### config.mk
export PLATFORM = sky130hd
export DESIGN_NAME = skinny_inv_sbox_iter
export DESIGN_NICKNAME = d
export VERILOG_FILES = /design/src/rtl/skinny_inv_sbox_iter.sv
export SDC_FILE = /design/constraint.sdc
export NUM_CORES = 1
export LEC_CHECK = 0
export CORE_MARGIN = 2
export CORE_UTILIZATION = 51
export DETAILED_ROUTE_END_ITERATION = 7
export GPL_ROUTABILITY_DRIVEN = 1
export GPL_TIMING_DRIVEN = 0
export PLACE_DENSITY = 0.93
export RECOVER_POWER = 50
export SYNTH_ARGS = -nofsm -noshare
export SYNTH_HDL_FRONTEND = slang
export SYNTH_SLANG_ARGS = --single-unit
### constraint.sdc
create_clock -name clk -period 3.34 [get_ports clk]
set_clock_uncertainty 0.1 [all_clocks]
set_input_delay 1.002 -clock clk [delete_from_list [all_inputs] [get_ports clk]]
set_output_delay 1.002 -clock clk [all_outputs]
set_load 0.005 [all_outputs]
### src/rtl/skinny_inv_sbox_iter.sv
`default_nettype none
// ============================================================================
// Module      : skinny_inv_sbox_iter
// Description : 3-share masked inverse SKINNY-64 S-box, iterative NOR-step
//               datapath with one registered DOM-indep AND gadget.
//               Optional output remasking: SKINNY_INV_SBOX_REMASK_EN
// Revision    : 1.0 - initial release
// ============================================================================
module skinny_inv_sbox_iter #(
    parameter int NUM_STEPS = 4
) (
    input  logic       clk,
    input  logic       rst,
    input  logic       in_valid,
    output logic       in_ready,
    input  logic [3:0] in1,
    input  logic [3:0] in2,
    input  logic [3:0] in3,
    input  logic [2:0] r,
    input  logic [1:0] r_out,
    output logic       out_valid,
    input  logic       out_ready,
    output logic [3:0] out1,
    output logic [3:0] out2,
    output logic [3:0] out3
);

    localparam int C_CNT_W = (NUM_STEPS > 1) ? $clog2(NUM_STEPS) : 1;
    localparam logic [C_CNT_W-1:0] C_LAST = C_CNT_W'(NUM_STEPS - 1);

    localparam logic [1:0] C_IDLE = 2'd0;
    localparam logic [1:0] C_MUL  = 2'd1;
    localparam logic [1:0] C_UPD  = 2'd2;
    localparam logic [1:0] C_DONE = 2'd3;

    logic [1:0]         r_state;
    logic [1:0]         w_next_state;
    logic [C_CNT_W-1:0] r_cnt;
    logic [3:0]         r_sh1, r_sh2, r_sh3;
    logic [2:0]         r_inner;
    logic [5:0]         r_cross;   // {c32, c31, c23, c21, c13, c12}

    logic       w_a1, w_a2, w_a3, w_b1, w_b2, w_b3;
    logic       w_z1, w_z2, w_z3;
    logic [3:0] w_upd1, w_upd2, w_upd3;
    logic [3:0] w_rot1, w_rot2, w_rot3;
    logic [3:0] w_rm1, w_rm2, w_rm3;
    logic       w_last;

    // NOR operands: complement lives in share 1 only
    assign w_a1 = ~r_sh1[3];
    assign w_a2 =  r_sh2[3];
    assign w_a3 =  r_sh3[3];
    assign w_b1 = ~r_sh1[2];
    assign w_b2 =  r_sh2[2];
    assign w_b3 =  r_sh3[2];

    assign w_z1 = r_inner[0] ^ r_cross[0] ^ r_cross[1];
    assign w_z2 = r_inner[1] ^ r_cross[2] ^ r_cross[3];
    assign w_z3 = r_inner[2] ^ r_cross[4] ^ r_cross[5];

    assign w_upd1 = {r_sh1[3:1], r_sh1[0] ^ w_z1};
    assign w_upd2 = {r_sh2[3:1], r_sh2[0] ^ w_z2};
    assign w_upd3 = {r_sh3[3:1], r_sh3[0] ^ w_z3};

    assign w_rot1 = {w_upd1[0], w_upd1[3:1]};
    assign w_rot2 = {w_upd2[0], w_upd2[3:1]};
    assign w_rot3 = {w_upd3[0], w_upd3[3:1]};

    assign w_last = (r_cnt == C_LAST);

`ifdef SKINNY_INV_SBOX_REMASK_EN
    // Remask masks XOR to zero, so the unmasked result is preserved
    assign w_rm1 = {4{r_out[0]}};
    assign w_rm2 = {4{r_out[1]}};
    assign w_rm3 = {4{r_out[0] ^ r_out[1]}};
`else
    logic w_unused_r_out;
    assign w_unused_r_out = ^r_out;
    assign w_rm1 = 4'b0;
    assign w_rm2 = 4'b0;
    assign w_rm3 = 4'b0;
`endif

    always_ff @(posedge clk) begin
        if (rst) begin
            r_state <= C_IDLE;
        end else begin
            r_state <= w_next_state;
        end
    end

    always_comb begin
        w_next_state = r_state;
        case (r_state)
            C_IDLE:  if (in_valid) w_next_state = C_MUL;
            C_MUL:   w_next_state = C_UPD;
            C_UPD:   w_next_state = w_last ? C_DONE : C_MUL;
            C_DONE:  if (out_ready) w_next_state = C_IDLE;
            default: w_next_state = C_IDLE;
        endcase
    end

    always_comb begin
        in_ready  = (r_state == C_IDLE);
        out_valid = (r_state == C_DONE);
    end

    always_ff @(posedge clk) begin
        if (rst) begin
            r_cnt   <= '0;
            r_sh1   <= 4'b0;
            r_sh2   <= 4'b0;
            r_sh3   <= 4'b0;
            r_inner <= 3'b0;
            r_cross <= 6'b0;
        end else begin
            case (r_state)
                C_IDLE: begin
                    if (in_valid) begin
                        r_sh1 <= in1;
                        r_sh2 <= in2;
                        r_sh3 <= in3;
                        r_cnt <= '0;
                    end
                end
                C_MUL: begin
                    r_inner[0] <= w_a1 & w_b1;
                    r_inner[1] <= w_a2 & w_b2;
                    r_inner[2] <= w_a3 & w_b3;
                    r_cross[0] <= (w_a1 & w_b2) ^ r[0];
                    r_cross[1] <= (w_a1 & w_b3) ^ r[1];
                    r_cross[2] <= (w_a2 & w_b1) ^ r[0];
                    r_cross[3] <= (w_a2 & w_b3) ^ r[2];
                    r_cross[4] <= (w_a3 & w_b1) ^ r[1];
                    r_cross[5] <= (w_a3 & w_b2) ^ r[2];
                end
                C_UPD: begin
                    if (w_last) begin
                        r_sh1 <= w_upd1 ^ w_rm1;
                        r_sh2 <= w_upd2 ^ w_rm2;
                        r_sh3 <= w_upd3 ^ w_rm3;
                    end else begin
                        r_sh1 <= w_rot1;
                        r_sh2 <= w_rot2;
                        r_sh3 <= w_rot3;
                        r_cnt <= r_cnt + C_CNT_W'(1);
                    end
                end
                default: ;
            endcase
        end
    end

    assign out1 = r_sh1;
    assign out2 = r_sh2;
    assign out3 = r_sh3;

endmodule
`default_nettype wire

# After elaboration in Yosys (flattened, before gate mapping)

Cells that the tools add are included.

Register bits: 25
Output and inout port bits: 14

Reductions and logical operators: 5
Eq/ne operators: 7
$add $sub $neg: 1
Bitwise logic cells: 26
Mux-type cells: 16

Operators by type and width:

| kind                                                 | number |
|---|---|
| two-way mux 4 bit                                    | 6 |
| case mux 4 bit (2 select lines)                      | 3 |
| bitwise XOR 1 bit                                    | 15 |
| two-way mux 2 bit                                    | 5 |
| AND 1 bit                                            | 9 |
| case mux 2 bit (4 select lines)                      | 1 |
| equality test 2 bit (second input constant)          | 3 |
| != test 2 bit (second input constant)                | 2 |
| case mux 2 bit (2 select lines)                      | 1 |
| AND reduction 2 bit                                  | 2 |
| AND reduction 3 bit                                  | 1 |
| adder 2 x 1 -> 2 bit (second input constant)         | 1 |
| equality test 2 x 1 -> 1 bit (second input constant) | 1 |
| zero test 2 bit                                      | 1 |
| != test 2 x 1 -> 1 bit (second input constant)       | 1 |
| NOT 1 bit                                            | 2 |
| nonzero test 2 bit                                   | 1 |

# Logic depth before layout (Yosys ltp)

Gate-level depths: netlist of run 1.

Depth after elaboration: 5
Gate-level depth with buffers: 6

# Worst setup path before layout of run 1

No wires, ideal clock.

Path kind: reg2out
Start point: register r_state[0]
End point: output out_valid
Stages on the path, launching flop included: 3
Slack: 1.531 ns
Data arrival time: 0.707 ns
Required time: 2.238 ns
Cell sequence: dfxtp_1 > buf_2 > and2_1

Cells in the longest elaborated chain, start to end: 1

Ends and longest elaborated chain:

| item                   | RTL line | RTL |
|---|---|---|
| from (decl)            | 36       | `logic [1:0] r_state;` |
| from (signal assigned) | 89       | `r_state <= w_next_state;` |
| equality test 2 bit    | 106      | `out_valid = (r_state == C_DONE);` |
| to (decl)              | 21       | `output logic out_valid,` |

Every way passes these cells.

# Worst setup path in the final report of run 1

Start point: register r_state[0]
End point: output in_ready

Cells in the longest elaborated chain, start to end: 1

Ends and longest elaborated chain:

| item            | RTL line | RTL |
|---|---|---|
| zero test 2 bit | 105      | `in_ready = (r_state == C_IDLE);` |
| to (decl)       | 15       | `output logic in_ready,` |

Every way passes these cells.

==> flow_summary.toml, run 1 <==
[yosys]
syn_nets = 184
syn_area_per_cell_um2 = 7.98
ys_ff_latch = 25
synthDistinctLibCells = 29
synth_area_um2 = 1290
ys_warn_count = 0
syn_inst = 162
ys_seq_area_frac = 0.387

[cells_and_area]
area_growth_pct = 27.9
n_antenna_cell = 0
n_fill_cell = 212
nNetsFinal = 220
drive_gt1_frac = 0.0457
fin_util = 0.680
fin_area_um2 = 1650

[global_route]
grt_pass1_vias = 1254
antenna_found_initial = 0
grt_pass1_wl_um = 5340
grt_usage = 0.251
grt_overflow = 0
grt_start_max_net_pins = 14

[route]
dr.pass1.iters = 4
drcViolationCount = 0
drt_iter0_drc = 53
post_drt_via_cell_ratio = 5.83
post_drt_wl_per_cell_um = 14.8
num_vias = 1324
wl_um = 3350
drtAntennaViolNets = 0

[sta]
setup_viol = 0
period_minus_slack_ns = 2.86
rsz0062_at_grt = "false"
hold_viol_final = 0
max_freq_mhz = 350
tightest_slew_ns = 0.482
finalCritPeriodShare = 0.856
maxSlewViolCount = 0
fin_tns_setup_ns = 0
max-slew-margin-rel = 0.679

[floorplanning]
ios = 35
die_width_um = 54.3
die_h_um = 54.3
num_rows = 18
start_util = 0.531
dieArea_um2 = 2950
fp.coreArea_um2 = 2430

[clock_network]
cts_tree = "yes"
numCtsBuffers = 3
clk_path_buf_depth = 2
cts_resized = 0
cts.clk_slew.worst_paths_ns = 0.13
worstSkewPairLatency_ns = 0.32
post-cts-setup-buffers = 0
cts_sinks = 25
clockRootBuffer = "clkbuf_4"
cts_hold_buf = 0
cts_max_level = 1

[hold_path]
hold_path_class = "reg2reg"

[place]
dp.final_hpwl_um = 2570
port_buffers = 31
placed_area_um2 = 1640
place_congestion = 0.816

[setup_path]
critPathSlowestCell = "clkdlybuf4s50_1"
reg2reg_to = "out3[3]"
rrSetupSlack_ns = 1.46
r2r_cells = 6
required_ns = 2.24
start_kind = "flip-flop"
r2r_start = "r_cnt[0]"
startpoint = "r_state[0]"
critical_path_peak_fanout = 10
crit_end = "in_ready"
cp-end-kind = "primary output"
cp_cell_sequence = "buf_2 -> nor2_1 -> clkdlybuf4s50_1"
arrival_ns = 1.76
critPathMaxStageDelay_ns = 0.57
critPathKind = "reg2out"

[run]
maxCapViolations = 0

[power]
p_leak_nw = 0.623
ir_drop_mv = 0.240
power_density_nw_per_um2 = 407

[run_status]
outcome = "finished clean"
## synth_stat cells
| cell | count | area [um2] |
|---|---|---|
| a211oi_1 | 6 | 45.0 |
| a21oi_1 | 10 | 50.1 |
| a21oi_2 | 1 | 8.76 |
| a22oi_1 | 5 | 37.5 |
| a2bb2oi_1 | 1 | 8.76 |
| a32oi_1 | 3 | 26.3 |
| and2_1 | 2 | 12.5 |
| and2b_1 | 1 | 7.51 |
| buf_2 | 4 | 20.0 |
| buf_4 | 1 | 7.51 |
| buf_6 | 1 | 11.3 |
| clkbuf_1 | 4 | 15.0 |
| dfxtp_1 | 25 | 500 |
| ha_1 | 1 | 12.5 |
| inv_1 | 4 | 15.0 |
| nand2_1 | 8 | 30.0 |
| nand2b_1 | 8 | 50.1 |
| nand2b_4 | 1 | 13.8 |
| nand3_1 | 2 | 10.0 |
| nor2_1 | 37 | 139 |
| nor2b_1 | 5 | 31.3 |
| nor2b_2 | 1 | 8.76 |
| nor3_1 | 3 | 15.0 |
| nor3b_1 | 3 | 22.5 |
| nor4_1 | 3 | 18.8 |
| o22ai_1 | 6 | 37.5 |
| or3_1 | 1 | 6.26 |
| xnor2_1 | 10 | 87.6 |
| xor2_1 | 5 | 43.8 |
## cell type report
class                   instances  area, um2  share of cell area
repair buffers                 31        310               0.188
multi-input cells             123        714               0.432
flip-flops and latches         25        500               0.303
clock buffers                   4       26.3              0.0159
well taps                      30       37.5              0.0227
plain buffers                  10       48.8              0.0295
inverters                       4       15.0             0.00908
## worst max-delay path, delay by kind of cell (launching register included)
kind	cells	cell delay (ns)
and+or+nand+nor	1	0.29
DFF	1	0.37
buffers and inverters	2	0.77
## worst min-delay path by stage
stage                     cells past startpoint  slack [ns]          to       start
after floorplan                               2        0.34  r_inner[1]  r_inner[1]
after global placement                        2        0.35  r_inner[1]  r_inner[1]
after detailed placement                      2        0.37  r_inner[2]  r_inner[2]
after CTS                                     2        0.38  r_inner[2]  r_inner[2]
after global routing                          2        0.40  r_inner[0]  r_inner[0]
final                                         2        0.38  r_inner[2]  r_inner[2]
## cell usage in the layout, fill, tap and decap left out
cell,instances
xnor2_1,10
ha_1,1
a21oi_1,11
buf_6,1
a32oi_1,3
and2_1,1
nand2b_2,1
a2bb2oi_1,1
nand2_1,8
dlygate4sd3_1,4
clkbuf_4,3
nor2b_2,1
xor2_1,5
nor3b_1,3
o22ai_1,6
inv_1,4
nand3_1,2
nor2_1,37
a211oi_1,6
nand2b_1,8
and2b_1,1
clkbuf_1,7
clkdlybuf4s50_1,27
nor4_1,3
nor3_1,3
or3_1,1
and2_0,1
buf_2,3
a22oi_1,5
nor2b_1,5
dfxtp_1,25
## power by group
| part | switching, mW | leakage [nW] | internal (mW) | total, mW |
|---|---|---|---|---|
| logic | 0.0868 | 0.402 | 0.0998 | 0.187 |
| clock network | 0.0894 | 0.0150 | 0.0468 | 0.136 |
| registers | 0.0271 | 0.206 | 0.323 | 0.350 |
## layer usage
metal,vias to the layer above,GRT usage,part of all wire
met5,-,0,0
met2,76,0.450,0.50
met1,612,0.297,0.40
met4,0,0.113,0.035
li1,621,-,-
met3,15,0.0273,0.061
## metrics by stage
stage / setup WS (ns) / hold WS, ns / instances / total power, mW
2_1_floorplan: 1.53 / 0.343 / 162 / 0.459
3_3_place_gp: 0.878 / 0.349 / 223 / 0.535
3_5_place_dp: 0.838 / 0.368 / 223 / 0.544
4_1_cts: 0.510 / 0.384 / 227 / 0.675
5_1_grt: 0.396 / 0.402 / 227 / 0.702
6_report: 0.479 / 0.385 / 227 / 0.673
## state kept, by name, summed over array words and instances, names as in the netlist
name	cells
r_state	2
r_cross	6
out2	4
out3	4
r_inner	3
r_cnt	2
out1	4
## logic make-up after synthesis
kind of cell	Yosys count	share of synthesized area
xor gates and xnor gates	15	0.102
DFF	25	0.387
adders and majority gates	1	0.00968
buffers and inverters	14	0.0532
AOI/OAI and AO/OA	32	0.166
and+or+nand+nor	75	0.283
No activity file was read; power rests on OpenSTA's default activity.
==> run 2, diff against run 1 <==
--- a/config.mk
+++ b/config.mk
@@ -7,6 +7,7 @@
 export LEC_CHECK = 0
 export CORE_MARGIN = 2
 export CORE_UTILIZATION = 51
+export CTS_CLUSTER_SIZE = 40
 export DETAILED_ROUTE_END_ITERATION = 7
 export GPL_ROUTABILITY_DRIVEN = 1
 export GPL_TIMING_DRIVEN = 0
==> results of run 2 <==
Same layout as run 1: the final DEF is identical, and so are final timing and power.
==> run 3, diff against run 2 <==
--- a/config.mk
+++ b/config.mk
@@ -5,6 +5,7 @@
 export SDC_FILE = /design/constraint.sdc
 export NUM_CORES = 1
 export LEC_CHECK = 0
+export CAP_MARGIN = 20
 export CORE_MARGIN = 2
 export CORE_UTILIZATION = 51
 export CTS_CLUSTER_SIZE = 40
==> results of run 3 <==
Same layout as run 1: the final DEF is identical, and so are final timing and power.
